--- src/rtl/control_pkg.sv ---
// ============================================================================
// control_pkg: FSM states, opcode/funct codes, ALUOp codes, decoded bundle.
// Rev 1.0
// ============================================================================
`default_nettype none

package control_pkg;

  typedef enum logic [2:0] {
    S_IDLE   = 3'd0,
    S_FETCH  = 3'd1,
    S_DECODE = 3'd2,
    S_EXEC   = 3'd3,
    S_MEM    = 3'd4,
    S_WB     = 3'd5
  } state_t;

  localparam logic [2:0] c_op_alu    = 3'b000;
  localparam logic [2:0] c_op_load   = 3'b001;
  localparam logic [2:0] c_op_store  = 3'b010;
  localparam logic [2:0] c_op_imm    = 3'b011;
  localparam logic [2:0] c_op_branch = 3'b100;
  localparam logic [2:0] c_op_mov    = 3'b101;
  localparam logic [2:0] c_op_shift  = 3'b110;
  localparam logic [2:0] c_op_logic  = 3'b111;

  localparam logic [1:0] c_fn_add = 2'b00;
  localparam logic [1:0] c_fn_sub = 2'b01;
  localparam logic [1:0] c_fn_and = 2'b00;
  localparam logic [1:0] c_fn_or  = 2'b01;
  localparam logic [1:0] c_fn_mul = 2'b10;

  localparam logic [3:0] c_alu_add  = 4'd0;
  localparam logic [3:0] c_alu_sub  = 4'd1;
  localparam logic [3:0] c_alu_lsl  = 4'd2;
  localparam logic [3:0] c_alu_asr  = 4'd3;
  localparam logic [3:0] c_alu_lsr  = 4'd4;
  localparam logic [3:0] c_alu_not  = 4'd5;
  localparam logic [3:0] c_alu_and  = 4'd6;
  localparam logic [3:0] c_alu_or   = 4'd7;
  localparam logic [3:0] c_alu_mul  = 4'd8;
  localparam logic [3:0] c_alu_pass = 4'b1111;

  typedef struct packed {
    logic [3:0] aluop;
    logic       alusrc;
    logic       mov;
    logic       load;
    logic       store;
    logic       branch;
    logic       mul;
  } ctrl_t;

  localparam ctrl_t c_ctrl_none = '{
    aluop:  c_alu_pass,
    alusrc: 1'b0,
    mov:    1'b0,
    load:   1'b0,
    store:  1'b0,
    branch: 1'b0,
    mul:    1'b0
  };

endpackage

`default_nettype wire

--- src/rtl/control_decode.sv ---
// ============================================================================
// control_decode: combinational opcode/funct decode into a control bundle.
// Rev 1.0
// ============================================================================
`default_nettype none

module control_decode
  import control_pkg::*;
(
  input  logic [2:0] i_opcode,
  input  logic [1:0] i_funct,
  output ctrl_t      o_ctrl,
  output logic       o_illegal
);

  always_comb begin
    o_ctrl    = c_ctrl_none;
    o_illegal = 1'b0;
    unique case (i_opcode)
      c_op_alu: begin
        if (i_funct == c_fn_add)      o_ctrl.aluop = c_alu_add;
        else if (i_funct == c_fn_sub) o_ctrl.aluop = c_alu_sub;
        else                          o_illegal    = 1'b1;
      end
      // Memory ops compute base+offset; branch compares by subtraction.
      c_op_load: begin
        o_ctrl.aluop = c_alu_add;
        o_ctrl.load  = 1'b1;
      end
      c_op_store: begin
        o_ctrl.aluop = c_alu_add;
        o_ctrl.store = 1'b1;
      end
      c_op_imm: begin
        o_ctrl.aluop  = c_alu_add;
        o_ctrl.alusrc = 1'b1;
      end
      c_op_branch: begin
        o_ctrl.aluop  = c_alu_sub;
        o_ctrl.branch = 1'b1;
      end
      c_op_mov: begin
        o_ctrl.aluop = c_alu_pass;
        o_ctrl.mov   = 1'b1;
      end
      c_op_shift: o_ctrl.aluop = c_alu_lsl + {2'b00, i_funct};
      c_op_logic: begin
        if (i_funct == c_fn_and)     o_ctrl.aluop = c_alu_and;
        else if (i_funct == c_fn_or) o_ctrl.aluop = c_alu_or;
        else if (i_funct == c_fn_mul) begin
          o_ctrl.aluop = c_alu_mul;
          o_ctrl.mul   = 1'b1;
        end else begin
          o_illegal = 1'b1;
        end
      end
      default: o_illegal = 1'b1;
    endcase
    if (o_illegal) o_ctrl = c_ctrl_none;
  end

endmodule

`default_nettype wire

--- src/rtl/multicycle_control.sv ---
// ============================================================================
// multicycle_control: FETCH/DECODE/EXEC/MEM/WB controller with mul stretch
// and data-memory timeout. Rev 1.0
// ============================================================================
`default_nettype none

module multicycle_control
  import control_pkg::*;
#(
  parameter int OPWIDTH     = 4,
  parameter int MCODEBITS   = 9,
  parameter int MUL_CYCLES  = 2,
  parameter int MEM_TIMEOUT = 8
) (
  input  logic                 Clk,
  input  logic                 Reset,
  input  logic                 start,
  input  logic                 halt,
  input  logic [MCODEBITS-1:0] instr,
  input  logic                 instr_valid,
  input  logic                 mem_ready,
  output logic                 IRWrite,
  output logic                 PCWrite,
  output logic                 RegWrite,
  output logic                 MemRead,
  output logic                 MemWrite,
  output logic                 MemtoReg,
  output logic                 ALUSrc,
  output logic                 Branch,
  output logic                 Mov,
  output logic [OPWIDTH-1:0]   ALUOp,
  output logic                 busy,
  output logic                 illegal,
  output logic                 mem_timeout
);

  localparam int CNT_MAX = (MUL_CYCLES > MEM_TIMEOUT) ? MUL_CYCLES : MEM_TIMEOUT;
  localparam int CW      = $clog2(CNT_MAX + 1);
  localparam logic [CW-1:0] c_mul_last = CW'(MUL_CYCLES - 1);
  localparam logic [CW-1:0] c_mem_last = CW'(MEM_TIMEOUT - 1);

  state_t               r_state;
  logic [MCODEBITS-1:0] r_ir;
  ctrl_t                r_ctrl;
  logic [CW-1:0]        r_cnt;
  logic                 r_illegal;
  logic                 r_mem_timeout;

  ctrl_t  w_dec;
  logic   w_dec_illegal;
  state_t w_boundary;

  assign w_boundary = halt ? S_IDLE : S_FETCH;

  control_decode u_decode (
    .i_opcode  (r_ir[MCODEBITS-1 -: 3]),
    .i_funct   (r_ir[MCODEBITS-4 -: 2]),
    .o_ctrl    (w_dec),
    .o_illegal (w_dec_illegal)
  );

  generate
    if (MCODEBITS > 5) begin : g_ir_tail
      logic w_unused_ir_tail;
      assign w_unused_ir_tail = ^r_ir[MCODEBITS-6:0];
    end
  endgenerate

  always_ff @(posedge Clk) begin
    if (Reset) begin
      r_state       <= S_IDLE;
      r_ir          <= '0;
      r_ctrl        <= c_ctrl_none;
      r_cnt         <= '0;
      r_illegal     <= 1'b0;
      r_mem_timeout <= 1'b0;
    end else begin
      r_illegal     <= 1'b0;
      r_mem_timeout <= 1'b0;
      unique case (r_state)
        S_IDLE: if (start) r_state <= S_FETCH;
        S_FETCH: begin
          if (instr_valid) begin
            r_ir    <= instr;
            r_state <= S_DECODE;
          end
        end
        S_DECODE: begin
          if (w_dec_illegal) begin
            r_illegal <= 1'b1;
            r_state   <= S_FETCH;
          end else begin
            r_ctrl  <= w_dec;
            r_cnt   <= '0;
            r_state <= S_EXEC;
          end
        end
        S_EXEC: begin
          if (r_ctrl.mul && (r_cnt != c_mul_last)) begin
            r_cnt <= r_cnt + CW'(1);
          end else if (r_ctrl.branch) begin
            r_state <= w_boundary;
          end else if (r_ctrl.load || r_ctrl.store) begin
            r_cnt   <= '0;
            r_state <= S_MEM;
          end else begin
            r_state <= S_WB;
          end
        end
        S_MEM: begin
          // r_cnt holds the number of MEM cycles already spent waiting.
          if (mem_ready) begin
            r_state <= r_ctrl.load ? S_WB : w_boundary;
          end else if (r_cnt == c_mem_last) begin
            r_mem_timeout <= 1'b1;
            r_state       <= w_boundary;
          end else begin
            r_cnt <= r_cnt + CW'(1);
          end
        end
        S_WB:    r_state <= w_boundary;
        default: r_state <= S_IDLE;
      endcase
    end
  end

  // IRWrite/PCWrite qualify the fetch handshake in the same cycle it occurs.
  always_comb begin
    IRWrite  = 1'b0;
    PCWrite  = 1'b0;
    RegWrite = 1'b0;
    MemRead  = 1'b0;
    MemWrite = 1'b0;
    MemtoReg = 1'b0;
    ALUSrc   = 1'b0;
    Branch   = 1'b0;
    Mov      = 1'b0;
    ALUOp    = OPWIDTH'(c_alu_pass);
    unique case (r_state)
      S_FETCH: begin
        IRWrite = instr_valid;
        PCWrite = instr_valid;
      end
      S_EXEC: begin
        ALUOp  = OPWIDTH'(r_ctrl.aluop);
        ALUSrc = r_ctrl.alusrc;
        Mov    = r_ctrl.mov;
        Branch = r_ctrl.branch;
      end
      S_MEM: begin
        MemRead  = r_ctrl.load;
        MemWrite = r_ctrl.store;
      end
      S_WB: begin
        RegWrite = 1'b1;
        MemtoReg = r_ctrl.load;
        Mov      = r_ctrl.mov;
      end
      default: ;
    endcase
  end

  assign busy        = (r_state != S_IDLE);
  assign illegal     = r_illegal;
  assign mem_timeout = r_mem_timeout;

endmodule

`default_nettype wire

--- config.mk ---
export PLATFORM = sky130hd
export DESIGN_NAME = multicycle_control
export DESIGN_NICKNAME = d
export VERILOG_FILES = /design/src/rtl/control_pkg.sv /design/src/rtl/control_decode.sv /design/src/rtl/multicycle_control.sv
export SDC_FILE = /design/constraint.sdc
export NUM_CORES = 1
export LEC_CHECK = 0
export ABC_AREA = 1
export ABC_CLOCK_PERIOD_IN_PS = 3900
export BUFFER_PORTS_ARGS = -buffer_cell sky130_fd_sc_hd__buf_2
export CORE_MARGIN = 1
export CORE_UTILIZATION = 40
export CTS_CLUSTER_DIAMETER = 150
export DETAILED_ROUTE_END_ITERATION = 16
export PLACE_DENSITY_LB_ADDON = 0.2
export SLEW_MARGIN = 20
export SYNTH_ARGS = -nofsm -noshare
export SYNTH_HDL_FRONTEND = slang
export SYNTH_SLANG_ARGS = --single-unit
--- constraint.sdc ---
create_clock -name Clk -period 3.9 [get_ports Clk]
set_clock_uncertainty 0.05 [all_clocks]
set_input_delay 0.195 -clock Clk [delete_from_list [all_inputs] [get_ports Clk]]
set_output_delay 0.195 -clock Clk [all_outputs]
set_load 0.05 [all_outputs]
; ---- Yosys cells after proc, flatten, opt, wreduce, memory -nomap -nowiden
; Index checks and enable logic that the tools add are counted.
; Widths: inputs -> output; s select.
[word_totals]
elab_cells = 107
in_bits = 15
reg_bits = 28
output_inout_bits = 16
[classes]
bitwise = 3
add_sub_neg = 2
n_reduce_logical = 15
n_eq_ne = 25
muxes = 50
[ops]
columns = op, n
row1 = $mux 4, 11
row2 = $mux 1, 26
row3 = $mux 3, 8
row4 = $pmux 4 s6, 1
row5 = $eq 3x3->1 const B, 6
row6 = $pmux 3 s6, 1
row7 = $eq 3x2->1 const B, 4
row8 = $ne 2x2->1 const B, 6
row9 = $pmux 4 s3, 1
row10 = $ne 3x3->1 const B, 3
row11 = $eq 3x1->1 const B, 2
row12 = $logic_not 3->1, 2
row13 = $reduce_and 6->1, 1
row14 = $reduce_bool 3->1, 2
row15 = $reduce_or 3->1, 2
row16 = $add 4x1->4 const B, 1
row17 = $eq 4x3->1 const B, 1
row18 = $ne 4x1->1 const B, 1
row19 = $reduce_and 2->1, 2
row20 = $reduce_and 4->1, 1
row21 = $reduce_or 2->1, 2
row22 = $add 2x2->3 const A, 1
row23 = $not 1->1, 3
row24 = $eq 2x1->1 const B, 1
row25 = other kinds (6), 6

; ---- Logic depth before layout (Yosys ltp)
; Gate-level depths: netlist of the first run.
[logic_depth]
depth_word = 7
mapped_depth = 10
mapped_depth_nobuf = 9

; ---- By module
; A second synthesis of the first run with hierarchy kept.
[hier_totals]
hier_cells = 205
area_unflattened_um2 = 1360.1
[by_module_without_submodules]
columns = module, area_each_um2, cells_per_inst, instances, seq_area_each_um2
row1 = multicycle_control, 1214.9, 176, 1, 480.5
row2 = control_decode, 145.1, 29, 1, 0.0

; ---- Least setup slack after synthesis of the first run
; OpenSTA, ideal clock, no wires.
[synth_timing]
kind = reg2out
start = register r_state[0]
end = output Mov
n_path_buf = 0
path_stages_with_launch = 5
arrival_time_ps = 2124
t_required_ps = 3655
slack_ps = 1531
path_cell_list = dfxtp_1 inv_2 nor2_1 inv_1 a21oi_1
[synth_via]
elab_chain_cells = 3
elab_cells_between_ends = 4
cone_classes = 2 x eq/ne / 1 x mux / 1 x reduce/logical
[synth_lines]
columns = element, line
row1 = "start, declared", multicycle_control.sv:42  ; state_t r_state;
row2 = "start signal, assigned", multicycle_control.sv:102  ; r_state <= w_boundary;
row3 = "start signal, assigned", multicycle_control.sv:113  ; r_state <= r_ctrl.load ? S_WB : w_boundary;
row4 = "start signal, assigned", multicycle_control.sv:116  ; r_state <= w_boundary;
row5 = $eq 3x2->1 / $eq 3x3->1 (equally long branches), multicycle_control.sv:139  ; unique case (r_state)
row6 = $reduce_or 2->1 (no line) (*), --
row7 = $mux 1 (*), multicycle_control.sv:139
row8 = "end, declared", multicycle_control.sv:30  ; output logic Mov,
; Every way passes the cells marked *; elsewhere a longest branch is shown, timed or not.

; ---- Final worst setup path of the first run
[layout_timing]
start = register r_state[0]
end = output IRWrite
[layout_via]
elab_chain_cells = 2
[layout_lines]
columns = element, line
row1 = $eq 3x1->1, multicycle_control.sv:139
row2 = $mux 1, multicycle_control.sv:139
row3 = "end, declared", multicycle_control.sv:22  ; output logic IRWrite,
; Every way passes these cells.

==> results.tsv, run 1 <==
metric	value	unit
Post-Syn Nets	217	
Max Clk Rate	507	MHz
Reg2Reg Launch Point	r_ir[7]$_SDFFE_PP0P_	
Final Hold Viols	0	
Core Region	3150	um^2
largest cells by area after synthesis	dfxtp_1 (35%), a21oi_1 (9.9%), nand2_1 (8.8%)	
Final Total Pwr	0.654	mW
Placer Congestion	0.838	
Req. time, crit path	3.65	ns
Setup crit start kind	flop	
post-layout min period	1.97	ns
dominant cell type by area after synthesis	dfxtp_1	
YS warnings	0	
Netlist cell types	27	
Multi-input gate area	741	um^2
initial core utilization	43.5	%
R2R depth	7	
reg2reg end	r_ctrl[0]$_SDFFE_PP0P_	
clock slew at reported path FFs	0.15	ns
gr ovfl total	0	
critical path type	flop to primary output	
post-synthesis sequential area ratio	35.1	%
RSZ-0062 raised after global routing	no	
fin. max-slew vios	0	
Lkg Pwr	0.700	nW
Hold Crit Depth	3	
Placement Cell Area	1510	um^2
finished layout cell area	1560	um^2
Num CTS Buffers	3	
Via-to-Cell Ratio	4.81	
DRT iter0 DRCs	83	
drt wl/cell	10.5	um
Die Y	60.5	um
final setup vio count	0	
FF+latch count, synth	24	
htree depth	1	
Ant. Diodes	0	
drt drc	0	
WL final	2.80	mm
Clock Tree Root	clkbuf_4	
layout cells sized above 1	26.5	%
status	complete, no violations	
Post-Syn Area	1370	um^2
I/O pin total	31	
Worst-Margin Slew	0.404	ns
clock sink total	24	
first-pass GRT wire length	4.87	mm
clk buf depth	2	
Post-CTS Hold Fix Bufs	0	
Hold Path Class	primary input to flop	
Fillers	337	
normalized max-slew margin	73.0	%
nets	241	
Post-DRT Antenna Nets	0	
dpl hpwl	2.11	mm
fin crit share	50.6	%
setup TNS	0	ns
WHS Endpoint	r_ir[6]$_SDFFE_PP0P_	
IO buf count	26	
hold path start	instr[6]	
Die X	60.5	um
worst-path fanout max	11	
WHS	0.0803	ns
area grow syn2layout	13.9	%
GRT Total Usage	18.0	%
EDFF count, synth	0	
ys flop type	dfxtp_1	
number of global-route vias before repair	1159	
Post-Synthesis Cells	200	
IR Drop Worst-Case VDD	231	uV
Resized Gates After CTS	0	
Worst Setup End Kind	primary output	
num rows	20	
Seq. cell area	480	um^2
PD cells	419	nW/um^2
CTS tree	done	
via count	1285	
asr flop ratio synth	0	%
postcts setup bufs	0	
Synth Area per Inst	6.85	um^2
die area	3660	um^2
Clock Latency Late Sink	0.33	ns
Synth top area share	35.1	%
largest net degree at the start of global routing	16	
WP data arrival	1.73	ns
drt pass-1 iters	4	
initial antenna violation count	0	
MaxCap Viol Count	0	
setup slack, reg-to-reg	2.27	ns
cells in the mapped netlist (2+ instances only):
library cell and n:
nor3_1 3, a21oi_1 27, buf_2 2, xor2_1 2, ha_1 2, nand3_1 10
nor2_1 23, o21ai_1 3, inv_2 5, buf_6 2, nand3_2 4, nand2_1 32
inv_1 22, dfxtp_1 24, nand2_2 7, nor2_2 5, o21ai_0 14, or2_2 4
metal layers:
metal	track usage [%]	up-vias	part of all wire [%]
met4	5.84	0	0.86
met3	4.69	2	3.4
met1	21.5	569	48
met2	31.6	22	48
met5	0	-	0
li1	-	692	-
area by class of cell:
cell class / count / area share, %
clock buffers: 3 / 1.44
inverters: 27 / 6.50
multi-input cells: 142 / 47.5
clock inverters: 1 / 1.92
flip-flops and latches: 24 / 30.8
repair buffers: 26 / 8.34
well taps: 44 / 3.53
layout by cell type (no fill, tap or decap):
cell and instances:
nand4_1 1, nand2_1 32, o21ai_0 14, inv_1 22, nand3_2 4, a21oi_1 27
nor2_4 1, or2_2 4, bufinv_16 1, inv_2 5, dfxtp_1 24, clkbuf_4 3
nor3_1 3, nand4_4 1, o21ai_1 3, nand3_1 10, nand2_2 7, nor2_2 5
a211oi_2 1, buf_2 26, xor2_1 2, nor2_1 23, o22ai_1 1, a21oi_2 1
ha_1 2
metrics by stage:
step | cells | worst slack (ns) | utilization [%]
after floorplan | 200 | 1.53 | -
after global placement | 263 | 2.31 | 47.8
after detailed placement | 263 | 2.30 | 47.8
after CTS | 267 | 1.92 | 49.5
after global routing | 267 | 1.74 | 49.5
final | 267 | 1.93 | 49.5
kinds of logic (layout without fill, tap and decap cells):
family,count (synthesis),in the layout,synth area share [%]
adder cells (fa/ha/maj),2,2,1.83
XOR/XNOR,2,2,1.28
AND/OR/NAND/NOR,91,91,32.9
buffers and inverters,34,57,10.9
flip-flops,24,24,35.1
AO/OA/AOI/OAI,47,47,18.1
report_power, final:
part / internal [mW] / total [mW] / switching, mW
clock: 0.104 / 0.186 / 0.0820
sequential: 0.273 / 0.300 / 0.0272
combinational: 0.0535 / 0.169 / 0.115
total: 0.430 / 0.654 / 0.224
worst max path at each step:
| stage | from | to | slack [ns] | depth (start not counted) |
|---|---|---|---|---|
| floorplan | r_state[0]$_SDFFE_PP0P_ | Mov | 1.53 | 4 |
| global placement | r_state[0]$_SDFFE_PP0P_ | IRWrite | 2.31 | 5 |
| detailed placement | r_state[0]$_SDFFE_PP0P_ | IRWrite | 2.30 | 5 |
| CTS | r_state[0]$_SDFFE_PP0P_ | IRWrite | 1.92 | 5 |
| global route | r_state[0]$_SDFFE_PP0P_ | PCWrite | 1.74 | 5 |
| finish | r_state[0]$_SDFFE_PP0P_ | IRWrite | 1.93 | 5 |
worst max-delay path, cell delays in order, from the launching register on:
cell and delay, ns:
dfxtp_1 0.48, inv_2 0.07, nor2_1 0.12, nand3_1 0.31
inv_1 0.15, buf_2 0.27
flip-flops by register name, summed over array words and instances (netlist names):
| name | count |
|---|---|
| r_ctrl | 10 |
| r_ir | 5 |
| r_cnt | 4 |
| r_state | 3 |
| illegal | 1 |
| mem_timeout | 1 |
Note: power is estimated with default switching activity, not from simulation.
==> run 2: changes to the inputs <==
ABC_CLOCK_PERIOD_IN_PS = 2000   (was 3900)
clock period = 2 ns   (was 3.9 ns; I/O delays follow)
==> run 2 against run 1 <==
  * Design area increased by 3.9%
  * Total power up 96%
  * Flip-flop and latch count unchanged
  * Die area unchanged
  * Clock-buffer cell count unchanged
  * Cell count rose by 1.9%
  * Largest power group unchanged
==> results.tsv, run 2 (same netlist as run 1, synthesis figures left out) <==
metric	value	unit	change
dpl hpwl	2.16	mm	+2.4%
metal2 WL	1.40	mm	+3.9%
Clock Tree Root	clkbuf_4		
normalized max-slew margin	76.5	%	+3.5 points
Ant. Diodes	0		unchanged
first-pass GRT wire length	4.93	mm	+1.3%
Worst-Margin Slew	0.352	ns	-0.0516 ns
highest routed layer	met4		
I/O pin total	31		unchanged
gr ovfl total	0		unchanged
Die X	60.5	um	unchanged
drt wl/cell	10.6	um	+1.0%
DRT iter0 DRCs	61		-27%
Max Clk Rate	552	MHz	
Via-to-Cell Ratio	4.83		+0.45%
clk buf depth	2		unchanged
fin crit share	90.7	%	
PD cells	793	nW/um^2	+89%
largest register by flop count	r_ctrl		
WL met1	1.38	mm	+4.1%
Post-DRT Antenna Nets	0		unchanged
max FFs per register	10		unchanged
clock slew at reported path FFs	0.14	ns	about the same
Clock Latency Late Sink	0.32	ns	about the same
initial antenna violation count	0		unchanged
fin cells	272		+1.9%
initial core utilization	43.5	%	unchanged
met3 wire length	69	um	-27%
Core Region	3150	um^2	unchanged
GRT Total Usage	18.2	%	+0.16 points
RSZ-0062 raised after global routing	no		
critical path type	flop to primary output		
layout cells sized above 1	27.2	%	+0.74 points
status	complete, no violations		
Hold Path Class	primary input to flop		
area grow syn2layout	18.4	%	
cells along the critical path	nand3_2 -> or2_2 -> buf_2		
clock sink total	24		unchanged
number of global-route vias before repair	1177		+1.6%
worst-path fanout max	11		unchanged
Final Total Pwr	1.29	mW	+96%
nets	246		+2.1%
Slowest Stage Delay on Critical Path	0.49	ns	about the same
most frequent cells in the layout	nand2_1 (32), a21oi_1 (26), buf_2 (26)		
drt pass-1 iters	4		unchanged
num rows	20		unchanged
MaxCap Viol Count	0		unchanged
Worst Setup End Kind	primary output		
via count	1315		+2.3%
Die Y	60.5	um	unchanged
Fillers	343		+1.8%
post-layout min period	1.81	ns	
die area	3660	um^2	unchanged
htree depth	1		unchanged
drt drc	0		unchanged
fin. max-slew vios	0		unchanged
Req. time, crit path	1.85	ns	-1.80 ns
IO buf count	26		unchanged
postcts setup bufs	0		unchanged
WL final	2.88	mm	+2.9%
CTS tree	done		
most common cell after layout, fill and taps aside	nand2_1		
Final Hold Viols	0		unchanged
IR Drop Worst-Case VDD	347	uV	+50%
biggest registers after layout	r_ctrl: 10 flops, r_ir: 5 flops, r_cnt: 4 flops		
Lkg Pwr	0.722	nW	+3.1%
final setup vio count	0		unchanged
Setup crit start kind	flop		
setup TNS	0	ns	unchanged
Placer Congestion	0.830		-0.99%
dpl cells	263		unchanged
WP data arrival	1.66	ns	-0.07 ns
Num CTS Buffers	3		unchanged
CP max stage cell	dfxtp_1		
largest net degree at the start of global routing	16		unchanged
run 2: cell count changes in the layout (fill, tap and decap cells not counted):
cell	change
a21oi_2	+1
a21oi_1	-1
nand3_2	+1
nor2_1	-1
nor2_2	+1
dlygate4sd3_1	+5
nand3_1	-1
run 2: metal layers:
metal | vias up | GRT usage [%]
li1 | 699 | -
met1 | 599 | 22.0
met2 | 15 | 32.2
met3 | 2 | 4.48
met4 | 0 | 4.87
met5 | - | 0
run 2: through the flow:
step | setup slack [ns] | util [%] | cell area [um^2] | hold slack, ns
detailed placement | 0.415 | 48.0 | 1510 | 0.334
floorplan | 0.0845 | - | 1380 | 0.123
finish | 0.187 | 51.4 | 1620 | 0.0486
CTS | 0.101 | 51.3 | 1620 | 0.0479
global route | 0.0249 | 51.4 | 1620 | 0.0631
global placement | 0.435 | 48.0 | 1510 | 0.326
run 2: cell type report:
| type | count | area (um^2) | area share [%] |
|---|---|---|---|
| repair buffers | 31 | 180 | 11.1 |
| clock buffers | 3 | 22.5 | 1.39 |
| flip-flops and latches | 24 | 480 | 29.6 |
| multi-input cells | 142 | 752 | 46.4 |
| clock inverters | 1 | 30.0 | 1.85 |
| well taps | 44 | 55.1 | 3.40 |
| inverters | 27 | 101 | 6.25 |
run 2: worst paths after layout:
path / startpoint / end / slack [ns] / cells past startpoint
setup reg to reg: r_ir[7]$_SDFFE_PP0P_ / r_ctrl[0]$_SDFFE_PP0P_ / 0.39 / 7
setup / recovery: r_state[0]$_SDFFE_PP0P_ / ALUOp[2] / 0.19 / 3
hold reg to reg: r_ctrl[6]$_SDFFE_PP1P_ / r_ctrl[6]$_SDFFE_PP1P_ / 0.42 / 2
hold / removal: Reset / r_state[0]$_SDFFE_PP0P_ / 0.05 / 2
run 2: repair_timing:
action                     in CTS  in global routing
hold endpoints to repair        5                  0
setup endpoints to repair       0                  2
gates resized for setup         0                  1
hold buffers                    5                  0
run 2: worst max-delay path: cells and delay by family (launching register included):
kind / cells / cell delay [ns]
flip-flops: 1 / 0.49
AND/OR/NAND/NOR: 2 / 0.64
buffers and inverters: 1 / 0.21
run 2: report_power, final:
| group | internal, mW | switching, mW | total [mW] | leakage [nW] |
|---|---|---|---|---|
| Combinational | 0.111 | 0.229 | 0.340 | 0.499 |
| Sequential | 0.531 | 0.0546 | 0.586 | 0.195 |
| Clock | 0.203 | 0.157 | 0.360 | 0.0279 |
| Total | 0.845 | 0.440 | 1.29 | 0.722 |
==> run 3: changes to the inputs <==
SETUP_SLACK_MARGIN = 0.4   (was unset)
==> run 3 against run 2 <==
  * Total power increased by 3.2%
  * Combinational power grew 7.4%
  * Design area is 7.6% higher
  * Register-to-register slack improved by 0.14 ns
  * Clock-buffer cell count stayed put
  * Die area is the same
  * Global-route usage grew 1.1 points
  * Routed wire length rose by 7.5%
  * Cell count is 1.5% higher
  * Via count is 2.6% higher
  * Highest routed layer unchanged
==> results.tsv, run 3 (same netlist as run 1, synthesis figures left out) <==
metric	value	unit	change
Hold Crit Depth	2		unchanged
Die X	60.5	um	unchanged
Worst-Margin Slew	0.340	ns	-0.0124 ns
Worst Setup SP	r_state[2]$_SDFFE_PP0P_		
Max Clk Rate	651	MHz	+18%
final setup vio count	0		unchanged
post-place setup slack	0.402	ns	-0.0122 ns
Via-to-Cell Ratio	4.89		+1.1%
final setup margin	0.464	ns	+0.277 ns
most common cell after layout, fill and taps aside	nand2_1		
Placer Congestion	0.831		about the same
Setup crit start kind	flop		
WL final	3.10	mm	+7.5%
largest register by flop count	r_ctrl		
Final Hold Viols	0		unchanged
Lkg Pwr	0.747	nW	+3.4%
drt wl/cell	11.2	um	+6.0%
reg2reg end	r_state[0]$_SDFFE_PP0P_		
IR Drop Worst-Case VDD	454	uV	+31%
worst-path fanout max	5		-6
layout cells sized above 1	33.6	%	+6.4 points
P_sw	0.462	mW	+4.9%
clock sink total	24		unchanged
Num CTS Buffers	3		unchanged
hold path start	Reset		
Clock Tree Root	clkbuf_4		
CTS tree	done		
Gate power share	27.5	%	+1.1 points
setup slack, reg-to-reg	0.53	ns	+0.14 ns
dpl cells	263		unchanged
via count	1349		+2.6%
sequential share of power	45.2	%	-0.4 points
setup TNS	0	ns	unchanged
Seq. cell area	493	um^2	+2.6%
Worst Setup End Kind	primary output		
Final Total Pwr	1.33	mW	+3.2%
critical path type	flop to primary output		
Clock Power Share	27.3	%	-0.7 points
RSZ-0062 raised after global routing	no		
DRT iter0 DRCs	89		+46%
fin cells	276		+1.5%
nets	250		+1.6%
metal2 WL	1.53	mm	+9.4%
WHS Endpoint	r_state[0]$_SDFFE_PP0P_		
biggest registers after layout	r_ctrl: 10 flops, r_ir: 5 flops, r_cnt: 4 flops		
initial antenna violation count	0		unchanged
status	complete, no violations		
initial core utilization	43.5	%	unchanged
WP data arrival	1.39	ns	-0.27 ns
Reg2Reg Launch Point	r_cnt[0]$_SDFFE_PP0P_		
highest routed layer	met4		
Core Region	3150	um^2	unchanged
num rows	20		unchanged
die area	3660	um^2	unchanged
fin. max-slew vios	0		unchanged
MaxCap Viol Count	0		unchanged
I/O pin total	31		unchanged
Die Y	60.5	um	unchanged
Post-DRT Antenna Nets	0		unchanged
most frequent cells in the layout	nand2_1 (32), a21oi_1 (26), inv_1 (20)		
Fillers	341		-0.58%
number of global-route vias before repair	1200		+2.0%
R2R depth	9		+2
Multi-input gate area	805	um^2	+7.0%
clk buf depth	2		unchanged
normalized max-slew margin	77.3	%	+0.83 points
GRT Total Usage	19.3	%	+1.1 points
fin crit share	76.8	%	-14 points
max FFs per register	10		unchanged
Cell Int Power	0.865	mW	+2.3%
Req. time, crit path	1.85	ns	about the same
drt pass-1 iters	4		unchanged
area grow syn2layout	27.3	%	
WHS	0.0368	ns	-0.0118 ns
Clock Latency Late Sink	0.32	ns	about the same
htree depth	1		unchanged
WL met1	1.45	mm	+4.9%
dpl hpwl	2.12	mm	-1.9%
largest net degree at the start of global routing	16		unchanged
Hold Path Class	primary input to flop		
first-pass GRT wire length	5.27	mm	+6.9%
clock slew at reported path FFs	0.14	ns	about the same
drt drc	0		unchanged
gr ovfl total	0		unchanged
IO buf count	26		unchanged
Sw Share	34.8	%	+0.57 points
met3 wire length	93	um	+35%
Ant. Diodes	0		unchanged
PD cells	761	nW/um^2	-4.1%
post-layout min period	1.54	ns	-0.277 ns
-- run 3: cell types whose count changed in the layout (fill, tap and decap cells not counted), moves of 4 or more --
cell	previous run	this run
buf_4	0	11
buf_2	26	16
dfxtp_2	0	4
nor2_1	22	18
dfxtp_1	24	18
-- run 3: cell type report --
type,count,area share [%]
multi-input cells,143,46.1
flip-flops and latches,24,28.3
repair buffers,34,13.5
inverters,27,5.95
well taps,44,3.16
clock inverters,1,1.72
clock buffers,3,1.29
-- run 3: what timing repair did --
item                                   4_1_cts  5_1_grt
hold buffers                                 5        0
gates cloned                                 1        0
endpoints found under the hold margin        5        0
setup endpoints to repair                   15       22
setup buffers                                3        0
resized for setup                           14       16
pin swaps                                    1        0
-- run 3: power groups by stage --
| stage | combinational, mW | clock [mW] | sequential, mW |
|---|---|---|---|
| 6_report | 0.365 | 0.362 | 0.599 |
| 5_1_grt | 0.410 | 0.382 | 0.609 |
| 4_1_cts | 0.360 | 0.374 | 0.594 |
| 3_5_place_dp | 0.334 | 0 | 0.596 |
| 3_3_place_gp | 0.333 | 0 | 0.596 |
| 2_1_floorplan | 0.292 | 0 | 0.581 |
-- run 3: worst max path at each step --
| stage | slack (ns) | cells past startpoint | endpoint |
|---|---|---|---|
| after floorplan | 0.40 | 6 | PCWrite |
| after global placement | 0.41 | 7 | r_cnt[3]$_SDFFE_PP0P_ |
| after detailed placement | 0.40 | 7 | r_cnt[3]$_SDFFE_PP0P_ |
| after CTS | 0.41 | 4 | ALUOp[2] |
| after global routing | 0.41 | 4 | ALUOp[1] |
| final | 0.46 | 4 | ALUOp[2] |
-- run 3: stage by stage --
| stage | area, um^2 | util [%] |
|---|---|---|
| after floorplan | 1400 | - |
| after global placement | 1540 | 48.7 |
| after detailed placement | 1540 | 48.7 |
| after CTS | 1710 | 54.2 |
| after global routing | 1740 | 55.3 |
| final | 1740 | 55.3 |
-- run 3: worst max-delay path: stages, from the launching register on --
cell,delay (ns)
dfxtp_2,0.38
inv_4,0.09
nand3_4,0.11
or2_2,0.29
buf_4,0.19
-- run 3: layer usage --
| metal | GRT usage (%) | up-vias |
|---|---|---|
| met2 | 34.4 | 22 |
| met5 | 0 | - |
| li1 | - | 709 |
| met3 | 4.48 | 2 |
| met1 | 23.9 | 616 |
| met4 | 3.57 | 0 |
